===== src/rtl/ram_word_loader.sv =====
// Byte-stream to 64-bit word packer that fills consecutive RAM locations.
// Byte k of each word lands in bits [8k+7:8k]; all outputs are registered.
module ram_word_loader #(
    parameter int DATA_W   = 64,
    parameter int ADDR_W   = 8,
    parameter int MAX_ADDR = 225
) (
    input  logic              clock,
    input  logic              reset,
    input  logic              start,
    input  logic [ADDR_W-1:0] base_addr,
    input  logic [ADDR_W-1:0] word_count,
    input  logic [7:0]        byte_in,
    input  logic              byte_valid,
    output logic              byte_ready,
    output logic [ADDR_W-1:0] ram_address,
    output logic [DATA_W-1:0] ram_in,
    output logic              ram_write,
    output logic              busy,
    output logic              done,
    output logic              error
);

    localparam int BYTES = DATA_W / 8;
    localparam int IDX_W = (BYTES > 1) ? $clog2(BYTES) : 1;
    localparam logic [ADDR_W:0] LIMIT = (ADDR_W+1)'(MAX_ADDR);

    typedef enum logic [1:0] {IDLE, COLLECT, WRITE, DONE} state_t;

    state_t            state, state_n;
    logic [ADDR_W-1:0] addr_q;
    logic [ADDR_W-1:0] rem_q;
    logic [DATA_W-1:0] word_q;
    logic [DATA_W-1:0] word_n;
    logic [IDX_W-1:0]  idx_q;
    logic [ADDR_W:0]   last_addr;
    logic              cnt_zero;
    logic              range_bad;
    logic              accept;
    logic              xfer;
    logic              last_byte;

    // One bit wider than the address so a job running off the top never wraps.
    assign last_addr = {1'b0, base_addr} + {1'b0, word_count}
                     - {{ADDR_W{1'b0}}, 1'b1};
    assign cnt_zero  = (word_count == '0);
    assign range_bad = !cnt_zero && (last_addr > LIMIT);
    assign accept    = (state == IDLE) && start && !cnt_zero && !range_bad;
    assign xfer      = byte_valid && byte_ready;
    assign last_byte = (idx_q == IDX_W'(BYTES - 1));

    always_comb begin
        word_n = word_q;
        if (xfer)
            word_n[{idx_q, 3'b000} +: 8] = byte_in;
    end

    always_comb begin
        state_n = state;
        unique case (state)
            IDLE: begin
                if (start && cnt_zero)
                    state_n = DONE;
                else if (accept)
                    state_n = COLLECT;
            end
            COLLECT: begin
                if (xfer && last_byte)
                    state_n = WRITE;
            end
            WRITE: begin
                state_n = (rem_q == ADDR_W'(1)) ? DONE : COLLECT;
            end
            DONE: begin
                state_n = IDLE;
            end
            default: state_n = IDLE;
        endcase
    end

    always_ff @(posedge clock or posedge reset) begin
        if (reset)
            state <= IDLE;
        else
            state <= state_n;
    end

    always_ff @(posedge clock or posedge reset) begin
        if (reset) begin
            byte_ready  <= 1'b0;
            ram_address <= '0;
            ram_in      <= '0;
            ram_write   <= 1'b0;
            busy        <= 1'b0;
            done        <= 1'b0;
            error       <= 1'b0;
            addr_q      <= '0;
            rem_q       <= '0;
            word_q      <= '0;
            idx_q       <= '0;
        end else begin
            byte_ready <= (state_n == COLLECT);
            ram_write  <= (state_n == WRITE);
            busy       <= (state_n == COLLECT) || (state_n == WRITE);
            done       <= (state_n == DONE);
            error      <= (state == IDLE) && start && range_bad;
            if (accept) begin
                addr_q <= base_addr;
                rem_q  <= word_count;
                idx_q  <= '0;
            end
            if (xfer) begin
                word_q <= word_n;
                idx_q  <= last_byte ? '0 : idx_q + IDX_W'(1);
            end
            if (xfer && last_byte) begin
                ram_in      <= word_n;
                ram_address <= addr_q;
            end
            if (state == WRITE) begin
                addr_q <= addr_q + ADDR_W'(1);
                rem_q  <= rem_q - ADDR_W'(1);
            end
        end
    end

endmodule


===== config.mk =====
export PLATFORM = sky130hd
export DESIGN_NAME = ram_word_loader
export DESIGN_NICKNAME = d
export VERILOG_FILES = /design/src/rtl/ram_word_loader.sv
export SDC_FILE = /design/constraint.sdc
export NUM_CORES = 1
export LEC_CHECK = 0
export CAP_MARGIN = 0
export CORE_ASPECT_RATIO = 0.9
export CORE_UTILIZATION = 50
export CTS_BUF_LIST = sky130_fd_sc_hd__clkbuf_2
export DETAILED_ROUTE_END_ITERATION = 16
export GPL_ROUTABILITY_DRIVEN = 0
export GPL_TIMING_DRIVEN = 0
export PLACE_DENSITY = 0.78
export SYNTH_ARGS = -nofsm -noshare
export SYNTH_HDL_FRONTEND = slang
export SYNTH_SLANG_ARGS = --single-unit

===== constraint.sdc =====
create_clock -name clock -period 6.6 [get_ports clock]
set_input_delay 0.66 -clock clock [delete_from_list [all_inputs] [get_ports clock]]
set_output_delay 0.66 -clock clock [all_outputs]
set_load 0.005 [all_outputs]

==> results.sh, run 1 <==
export IMPL_ys_ff_latch=162
export IMPL_clkTransAtPathRegs_ns=0.26
export IMPL_required_ns=7.30
export IMPL_maxSlewHeadroom_pct=37.0
export IMPL_die_width_um=128
export IMPL_synth_warnings=0
export IMPL_grt_pass1_wl_mm=27.2
export IMPL_avgSynthCellArea_um2=11.0
export IMPL_synth_edff_count=0
export IMPL_slew_violations=0
export IMPL_crit_path_end_kind="flip-flop"
export IMPL_place_area_um2=8490
export IMPL_num_antenna_cells=0
export IMPL_worstPathArrival_ns=4.12
export IMPL_rsz0062_at_grt="false"
export IMPL_hold_viol=0
export IMPL_die_h_um=116
export IMPL_async_reset_ff_share_pct=100
export IMPL_p_int_uw=1810
export IMPL_tightest_slew_ns=0.939
export IMPL_irDropWorstVdd_uv=187
export IMPL_post_route_period_util_pct=51.8
export IMPL_tns_ns=0
export IMPL_syn_to_final_growth_pct=20.9
export IMPL_hold_path_class="input port to asynchronous set/reset pin"
export IMPL_viasPerCell=5.48
export IMPL_grt_pass1_vias=5370
export IMPL_fin_area_um2=8680
export IMPL_synthCells=655
export IMPL_synth_ff_type="dfrtp_1"
export IMPL_core_um2=14000
export IMPL_finalSetupViolations=0
export IMPL_final_nets=836
export IMPL_cts_hold_buf=0
export IMPL_power_leakage_uw=0.00404
export IMPL_grt_max_degree=90
export IMPL_detail_route_antenna_nets=0
export IMPL_clkPwrFrac_pct=16.3
export IMPL_drt_total_wl_mm=16.6
export IMPL_p_sw_uw=1040
export IMPL_synthesis_area_um2=7180
export IMPL_die_area_um2=14800
export IMPL_grt_overflow=0
export IMPL_io_buffers=104
export IMPL_wl_per_cell_um=16.9
export IMPL_combPwrFrac_pct=33.4
export IMPL_period_needed_ns=3.42
export IMPL_total_power_uw=2860
export IMPL_hpwl_mm=12.1
export IMPL_startpoint_type="input port"
export IMPL_drv_cap=0
export IMPL_reg2regPathDepth=9
export IMPL_fmax_ghz=0.293
export IMPL_drc_errors=0
export IMPL_power_frac_seq_pct=50.3
export IMPL_cts_tree="yes"
export IMPL_ctsResizeCount=0
export IMPL_grt_usage_pct=24.2
export IMPL_crit_type="input port to flip-flop"
export IMPL_vias=5390
export IMPL_numClockSinks=162
export IMPL_layout_drive_gt1_share_pct=15.2
export IMPL_dr_pass1_iters=5
export IMPL_antenna_found_initial=0
export IMPL_insertion_delay_ns=0.77
export IMPL_first_iter_violations=492
export IMPL_finalClockSkew_ns=0.0401
export IMPL_syn_nets=712
export IMPL_postCtsSetupBuffers=0
export IMPL_cts_buffer_depth=2
export IMPL_powerDensity_nw_per_um2=329
export IMPL_rows=41
export IMPL_clockRootBuffer="clkbuf_2"
export IMPL_cts_buffers=17
export IMPL_path_max_fanout=10
export IMPL_io_pins=105
export IMPL_start_util_pct=51.3
export IMPL_ys_seq_area_share_pct=56.5
export IMPL_cts_htree_levels=4
export IMPL_synthDistinctLibCells=51
export IMPL_swShare_pct=36.6
export IMPL_status="completed"
==> cell usage after synthesis (5+ instances only) <==
cell type | number | area share, %
o21ai_0 | 54 | 3.8
nand2_1 | 134 | 7.0
ha_1 | 28 | 4.9
o31a_1 | 5 | 0.61
a21oi_1 | 11 | 0.77
nand3_1 | 15 | 1.0
nor3_1 | 14 | 0.98
dfrtp_1 | 162 | 56
and3_1 | 5 | 0.44
buf_2 | 9 | 0.63
mux2_2 | 64 | 10
clkbuf_1 | 10 | 0.52
nor2_1 | 32 | 1.7
a211oi_1 | 6 | 0.63
inv_1 | 41 | 2.1
==> state kept, by name, indices dropped and copies added (netlist names), 2 cells and up <==
register / flops
addr_q: 8
ram_address: 8
state: 2
idx_q: 3
word_q: 64
ram_in: 64
rem_q: 8
==> stage by stage <==
stage	hold slack, ns	util (%)	worst slack, ns	cells
after global routing	0.356	62.0	3.11	983
after floorplan	0.449	-	1.56	655
after detailed placement	0.463	60.6	2.42	953
after global placement	0.464	60.4	-0.211	952
final	0.359	62.0	3.18	983
after CTS	0.335	62.0	3.23	983
==> logic make-up (layout without fill, tap and decap cells) <==
family	Yosys count	after routing	share of synthesized area, %
AOI/OAI and AO/OA	111	111	10.4
and+or+nand+nor	218	218	13.4
xor gates and xnor gates	3	3	0.366
buffers and inverters	66	201	3.92
muxes	66	66	10.3
DFF	162	162	56.5
adders and majority gates	29	29	5.16
==> critical path: stages <==
cell and delay [ns]:
clkdlybuf4s50_1 0.55, inv_1 0.07, ha_1 0.27, inv_1 0.04, ha_1 0.23, fa_1 0.41, a21o_1 0.19, a221oi_1 0.29
xnor2_1 0.20, o2111a_2 0.33, nor2_4 0.10, buf_6 0.16, o31ai_1 0.27, ha_1 0.28, inv_1 0.05
==> routing by layer <==
layer	global-route usage, %	share of wire [%]	vias to the layer above
met3	5.59	6.0	25
li1	-	-	2506
met1	32.0	45	2679
met2	39.3	47	180
met5	0	0	-
met4	8.63	1.9	0
==> final timing paths <==
| path | startpoint | end | slack, ns |
|---|---|---|---|
| hold / removal | reset | word_q[12] | 0.36 |
| min in group clock | base_addr[7] | addr_q[7] | 0.49 |
| setup / recovery | word_count[1] | busy | 3.18 |
| setup reg to reg | idx_q[0] | ram_in[19] | 3.71 |
| hold reg to reg | word_q[28] | word_q[28] | 0.52 |
| max in group asynchronous | reset | word_q[28] | 5.40 |
==> power groups by stage <==
stage | Sequential [uW] | Clock [uW] | Combinational (uW)
finish | 1440 | 464 | 954
global route | 1470 | 519 | 1080
CTS | 1430 | 470 | 953
detailed placement | 1450 | 0 | 946
global placement | 1440 | 0 | 897
floorplan | 1410 | 0 | 593
==> area by class of cell <==
cell class | count | area, um2
clock inverters | 13 | 103
inverters | 41 | 159
repair buffers | 105 | 1070
well taps | 193 | 241
fillers | 1106 | 5320
flip-flops and latches | 162 | 4050
plain buffers | 25 | 128
multi-input cells | 427 | 2840
clock buffers | 17 | 85.1
==> cell usage in the layout, fill, tap and decap left out, types with 3 or more instances in the layout <==
cell	instances
a32oi_1	4
nand3_1	15
or4_1	3
mux2_2	64
a21o_1	4
inv_6	6
o21ai_0	54
clkdlybuf4s50_1	104
clkbuf_1	10
or3_1	3
ha_1	28
inv_1	40
nand2_1	134
a21oi_1	11
o31a_1	5
a311oi_1	3
a221oi_1	4
clkbuf_2	17
a211oi_1	6
o32ai_1	3
and3_1	5
nor2_1	32
nor3_1	14
clkinvlp_4	5
dfrtp_1	162
buf_2	9
No activity file was read; power rests on OpenSTA's default activity.
==> inputs of run 2 (changes only) <==
PLACE_DENSITY = 0.81   (was 0.78)
clock period = 3.1 ns   (was 6.6 ns; I/O delays follow)
==> run 2 against run 1 <==
Compared with the run above: hold slack lost 0.19 ns; combinational power grew 120%; sequential cell count did not move; clock power increased to 2.7 times the previous value; register-to-register slack lost 3.5 ns; core utilization increased by 1.2 points; clock skew shrank 0.0095 ns; global-route usage rose by 0.062 points; non-clock buffer count rose by 5; die area is the same; first-iteration DRC count fell by 16%; clock-buffer cell count up 2.
==> results.sh, run 2 (synthesis gave the netlist of run 1 again) <==
export IMPL_status="completed"
export IMPL_reg2regPathDepth=9
export IMPL_drc_errors=0
export IMPL_finalClockSkew_ns=0.0306
export IMPL_syn_to_final_growth_pct=23.2
export IMPL_clkTransAtPathRegs_ns=0.23
export IMPL_numClockSinks=162
export IMPL_period_needed_ns=2.95
export IMPL_startpoint_type="input port"
export IMPL_grt_max_degree=47
export IMPL_final_cell_mix="dfrtp_1 (162), nand2_1 (134), clkdlybuf4s50_1 (104)"
export IMPL_cts_htree_levels=4
export IMPL_place_area_um2=8540
export IMPL_slew_violations=0
export IMPL_tightest_slew_ns=0.682
export IMPL_viasPerCell=5.53
export IMPL_powerDensity_nw_per_um2=720
export IMPL_grt_pass1_vias=5470
export IMPL_clockRootBuffer="clkbuf_2"
export IMPL_top_regs="ram_in x64, word_q x64"
export IMPL_holdPathEnd="addr_q[3]"
export IMPL_io_pins=105
export IMPL_required_ns=3.77
export IMPL_insertion_delay_ns=0.71
export IMPL_worstPathArrival_ns=3.62
export IMPL_min_from="base_addr[3]"
export IMPL_hold_path_class="input port to flip-flop"
export IMPL_post_route_period_util_pct=95.2
export IMPL_hold_viol=0
export IMPL_wl_per_cell_um=17.1
export IMPL_grt_pass1_wl_mm=27.4
export IMPL_fmax_ghz=0.339
export IMPL_rsz0062_at_grt="false"
export IMPL_hold_path_cell_count=3
export IMPL_crit_type="input port to flip-flop"
export IMPL_path_max_fanout=10
export IMPL_fin_area_um2=8840
export IMPL_layout_drive_gt1_share_pct=16.0
export IMPL_hpwl_mm=12.7
export IMPL_die_area_um2=14800
export IMPL_dpl_cell_count=956
export IMPL_start_util_pct=51.3
export IMPL_maxSlewHeadroom_pct=54.6
export IMPL_grt_overflow=0
export IMPL_io_buffers=104
export IMPL_dr_pass1_iters=6
export IMPL_reg2reg_slack_ns=0.17
export IMPL_final_cells=991
export IMPL_drt_total_wl_mm=17.0
export IMPL_cts_buffer_depth=2
export IMPL_cts_buffers=17
export IMPL_crit_path_end_kind="flip-flop"
export IMPL_die_width_um=128
export IMPL_detail_route_antenna_nets=0
export IMPL_fill_cells=1091
export IMPL_cts_tree="yes"
export IMPL_finalSetupViolations=0
export IMPL_final_nets=841
export IMPL_r2r_start="idx_q[0]"
export IMPL_drv_cap=0
export IMPL_antenna_found_initial=1
export IMPL_whs_ns=0.165
export IMPL_power_leakage_uw=0.00412
export IMPL_layout_commonest_cell="dfrtp_1"
export IMPL_grt_usage_pct=24.2
export IMPL_core_um2=14000
export IMPL_irDropWorstVdd_uv=388
export IMPL_rows=41
export IMPL_first_iter_violations=411
export IMPL_die_h_um=116
export IMPL_r2r_end="ram_in[39]"
export IMPL_vias=5482
export IMPL_tns_ns=0
## run 2: cell types whose count changed in the layout (fill, tap and decap cells not counted), moves of 2 or more
cell        change
inv_6           -6
buf_12          +4
bufinv_16       +4
clkinv_2        +3
clkinvlp_4      -3
clkbuf_2        +2
diode_2         +2
## run 2: worst max-delay path by stage
stage          slack, ns  depth (start not counted)          to     startpoint
2_1_floorplan       0.15                         14        busy   base_addr[1]
3_3_place_gp       -0.65                         15        busy  word_count[1]
3_5_place_dp       -0.75                         15        busy  word_count[1]
4_1_cts             0.05                         15        busy  word_count[1]
5_1_grt            0.005                          9  ram_in[39]       idx_q[0]
6_report            0.15                         15        busy  word_count[1]
## run 2: report_power, final
group | switching, uW | leakage (uW) | internal [uW]
clock network | 707 | 0.000161 | 523
registers | 370 | 0.00217 | 2700
logic | 1110 | 0.00179 | 965
total | 2190 | 0.00412 | 4190
## run 2: stage by stage
stage / power [uW] / utilization, % / setup slack [ns]
floorplan: 4270 / - / 0.149
global placement: 4970 / 60.4 / -0.654
detailed placement: 5140 / 61.0 / -0.749
CTS: 6360 / 62.9 / 0.0510
global route: 6770 / 63.1 / 0.00528
finish: 6370 / 63.1 / 0.149
## run 2: final cells by class
class | instances | area [um2] | share of cell area [%]
buffer | 25 | 128 | 1.44
tap | 193 | 241 | 2.73
inverter | 41 | 158 | 1.78
sequential | 162 | 4050 | 45.8
timing repair buffer | 110 | 1140 | 12.9
antenna | 2 | 5.00 | 0.0566
clock buffer | 19 | 95.1 | 1.08
multi-input combinational | 427 | 2860 | 32.3
clock inverter | 12 | 165 | 1.87
## run 2: per-layer routing
layer	global-route usage, %	wire, um	vias to the layer above
li1	-	-	2522
met5	0	0	-
met1	30.8	7060	2720
met3	5.08	1080	25
met2	41.7	8520	215
met4	7.69	293	0
## run 2: timing repair
item                                    in CTS  in global routing
gates resized for setup                      0                  3
buffers inserted                             0                  1
hold buffers                                 1                  0
endpoints found under the setup margin       0                  4
endpoints found under the hold margin       10                  0
## run 2: worst max-delay path: stages
cell             delay, ns
clkdlybuf4s50_1       0.53
inv_1                 0.06
ha_1                  0.27
inv_1                 0.04
ha_1                  0.23
fa_1                  0.41
a21o_1                0.21
a221oi_2              0.24
xnor2_1               0.19
o2111a_2              0.30
nor2_4                0.09
buf_6                 0.15
o31ai_2               0.25
ha_1                  0.27
inv_1                 0.06
==> inputs of run 3 (changes only) <==
SLEW_MARGIN = 20   (was unset)
==> run 3 against run 2 <==
Compared with the run above: via count shrank 1.2%; total power shrank 0.18%; clock-buffer cell count shrank 1; maximum frequency shrank 1.9%; clock skew grew 0.0011 ns; first-iteration DRC count grew 7.1%; die area is the same; routed wire length shrank 0.37%; non-clock buffer count grew 1; clock power is essentially flat; critical path depth is the same; register-to-register slack is essentially flat; critical endpoint unchanged.
==> results.sh, run 3 (synthesis gave the netlist of run 1 again) <==
export IMPL_maxSlewHeadroom_pct=55.0
export IMPL_final_nets=842
export IMPL_final_cells=989
export IMPL_path_max_fanout=10
export IMPL_first_iter_violations=440
export IMPL_slew_violations=0
export IMPL_whs_ns=0.152
export IMPL_path_cells="clkdlybuf4s50_1, inv_1, ha_1, inv_1, ha_1, fa_1, a21o_1, a221oi_2, xnor2_1, o2111a_2, nor2_4, buf_6, o31ai_1, ha_1, inv_1"
export IMPL_drt_total_wl_mm=16.9
export IMPL_reg2regPathDepth=10
export IMPL_cts_buffer_depth=2
export IMPL_insertion_delay_ns=0.72
export IMPL_fill_cells=1109
export IMPL_final_cell_mix="dfrtp_1 (162), nand2_1 (134), clkdlybuf4s50_1 (104)"
export IMPL_reg2reg_slack_ns=0.18
export IMPL_required_ns=3.78
export IMPL_holdPathEnd="addr_q[3]"
export IMPL_period_needed_ns=3.01
export IMPL_wl_per_cell_um=17.1
export IMPL_critical_path_top_delay_family="adder cells"
export IMPL_crit_path_end_kind="flip-flop"
export IMPL_fmax_ghz=0.332
export IMPL_rsz0062_at_grt="false"
export IMPL_grt_max_degree=35
export IMPL_final_util_pct=63.2
export IMPL_drv_cap=0
export IMPL_hold_viol=0
export IMPL_crit_type="input port to flip-flop"
export IMPL_cts_buffers=17
export IMPL_hold_path_cell_count=3
export IMPL_post_route_period_util_pct=97.1
export IMPL_viasPerCell=5.47
export IMPL_dpl_cell_count=957
export IMPL_finalSetupViolations=0
export IMPL_rows=41
export IMPL_grt_overflow=0
export IMPL_multiInputGateArea_um2=2850
export IMPL_layout_drive_gt1_share_pct=15.8
export IMPL_status="completed"
export IMPL_r2r_end="ram_in[50]"
export IMPL_numClockSinks=162
export IMPL_start_util_pct=51.3
export IMPL_cts_tree="yes"
export IMPL_grt_usage_pct=24.3
export IMPL_io_pins=105
export IMPL_place_area_um2=8570
export IMPL_detail_route_antenna_nets=0
export IMPL_die_h_um=116
export IMPL_cp_slowest_cell="clkdlybuf4s50_1"
export IMPL_grt_pass1_vias=5532
export IMPL_clkTransAtPathRegs_ns=0.23
export IMPL_num_antenna_cells=0
export IMPL_r2r_start="idx_q[0]"
export IMPL_startpoint_type="input port"
export IMPL_tightest_slew_ns=0.675
export IMPL_powerDensity_nw_per_um2=718
export IMPL_layout_commonest_cell="dfrtp_1"
export IMPL_die_width_um=128
export IMPL_fin_area_um2=8860
export IMPL_grt_pass1_wl_mm=27.4
export IMPL_antenna_found_initial=0
export IMPL_top_regs="ram_in x64, word_q x64"
export IMPL_min_from="base_addr[3]"
export IMPL_syn_to_final_growth_pct=23.4
export IMPL_io_buffers=104
export IMPL_drc_errors=0
export IMPL_finalClockSkew_ns=0.0317
export IMPL_vias=5414
export IMPL_regArea_um2=4050
export IMPL_worstPathArrival_ns=3.69
export IMPL_clockRootBuffer="clkbuf_2"
export IMPL_irDropWorstVdd_uv=399
export IMPL_power_leakage_uw=0.00412
export IMPL_crit_buf_inv=5
export IMPL_die_area_um2=14800
export IMPL_hold_path_class="input port to flip-flop"
export IMPL_dr_pass1_iters=5
export IMPL_cts_htree_levels=4
export IMPL_max_stage_delay_ns=0.54
export IMPL_hpwl_mm=12.7
export IMPL_core_um2=14000
-- run 3: how the worst max path moves through the flow --
stage	startpoint	end	slack, ns	depth (start not counted)
2_1_floorplan	base_addr[1]	busy	0.15	14
3_3_place_gp	word_count[1]	busy	-0.65	15
3_5_place_dp	word_count[1]	busy	-0.74	15
4_1_cts	word_count[1]	busy	0.05	15
5_1_grt	idx_q[0]	ram_in[34]	0.04	9
6_report	word_count[1]	busy	0.09	15
-- run 3: power breakdown --
part / internal (uW) / total [uW] / switching, uW
clock: 515 / 1230 / 712
combinational: 965 / 2070 / 1110
sequential: 2700 / 3060 / 363
total: 4180 / 6360 / 2180
-- run 3: cell type report --
class	count	share of cell area, %
well taps	193	2.73
inverters	41	1.78
clock buffers	18	1.02
flip-flops and latches	162	45.8
plain buffers	25	1.44
clock inverters	12	1.88
multi-input cells	427	32.2
repair buffers	111	13.2
-- run 3: tightest hold or removal path, cell delays in order --
cell	delay, ns
clkdlybuf4s50_1	0.39
inv_1	0.09
a211oi_2	0.07
-- run 3: metrics by stage --
step	total power (uW)	worst slack (ns)	setup TNS [ns]
2_1_floorplan	4270	0.149	0
3_3_place_gp	4970	-0.654	-74.54
3_5_place_dp	5140	-0.736	-10.24
4_1_cts	6370	0.0538	0
5_1_grt	6770	0.0355	0
6_report	6360	0.0907	0
-- run 3: timing repair --
item	CTS	global route
hold buffers	1	0
endpoints found under the setup margin	0	7
resized for setup	0	2
buffers inserted	0	1
endpoints found under the hold margin	19	0
-- run 3: metal layers --
metal,GRT usage [%],share of wire (%),vias to the layer above
li1,-,-,2521
met1,30.2,42,2676
met2,41.5,50,191
met3,6.74,6.4,26
met4,7.14,1.8,0
met5,0,0,-
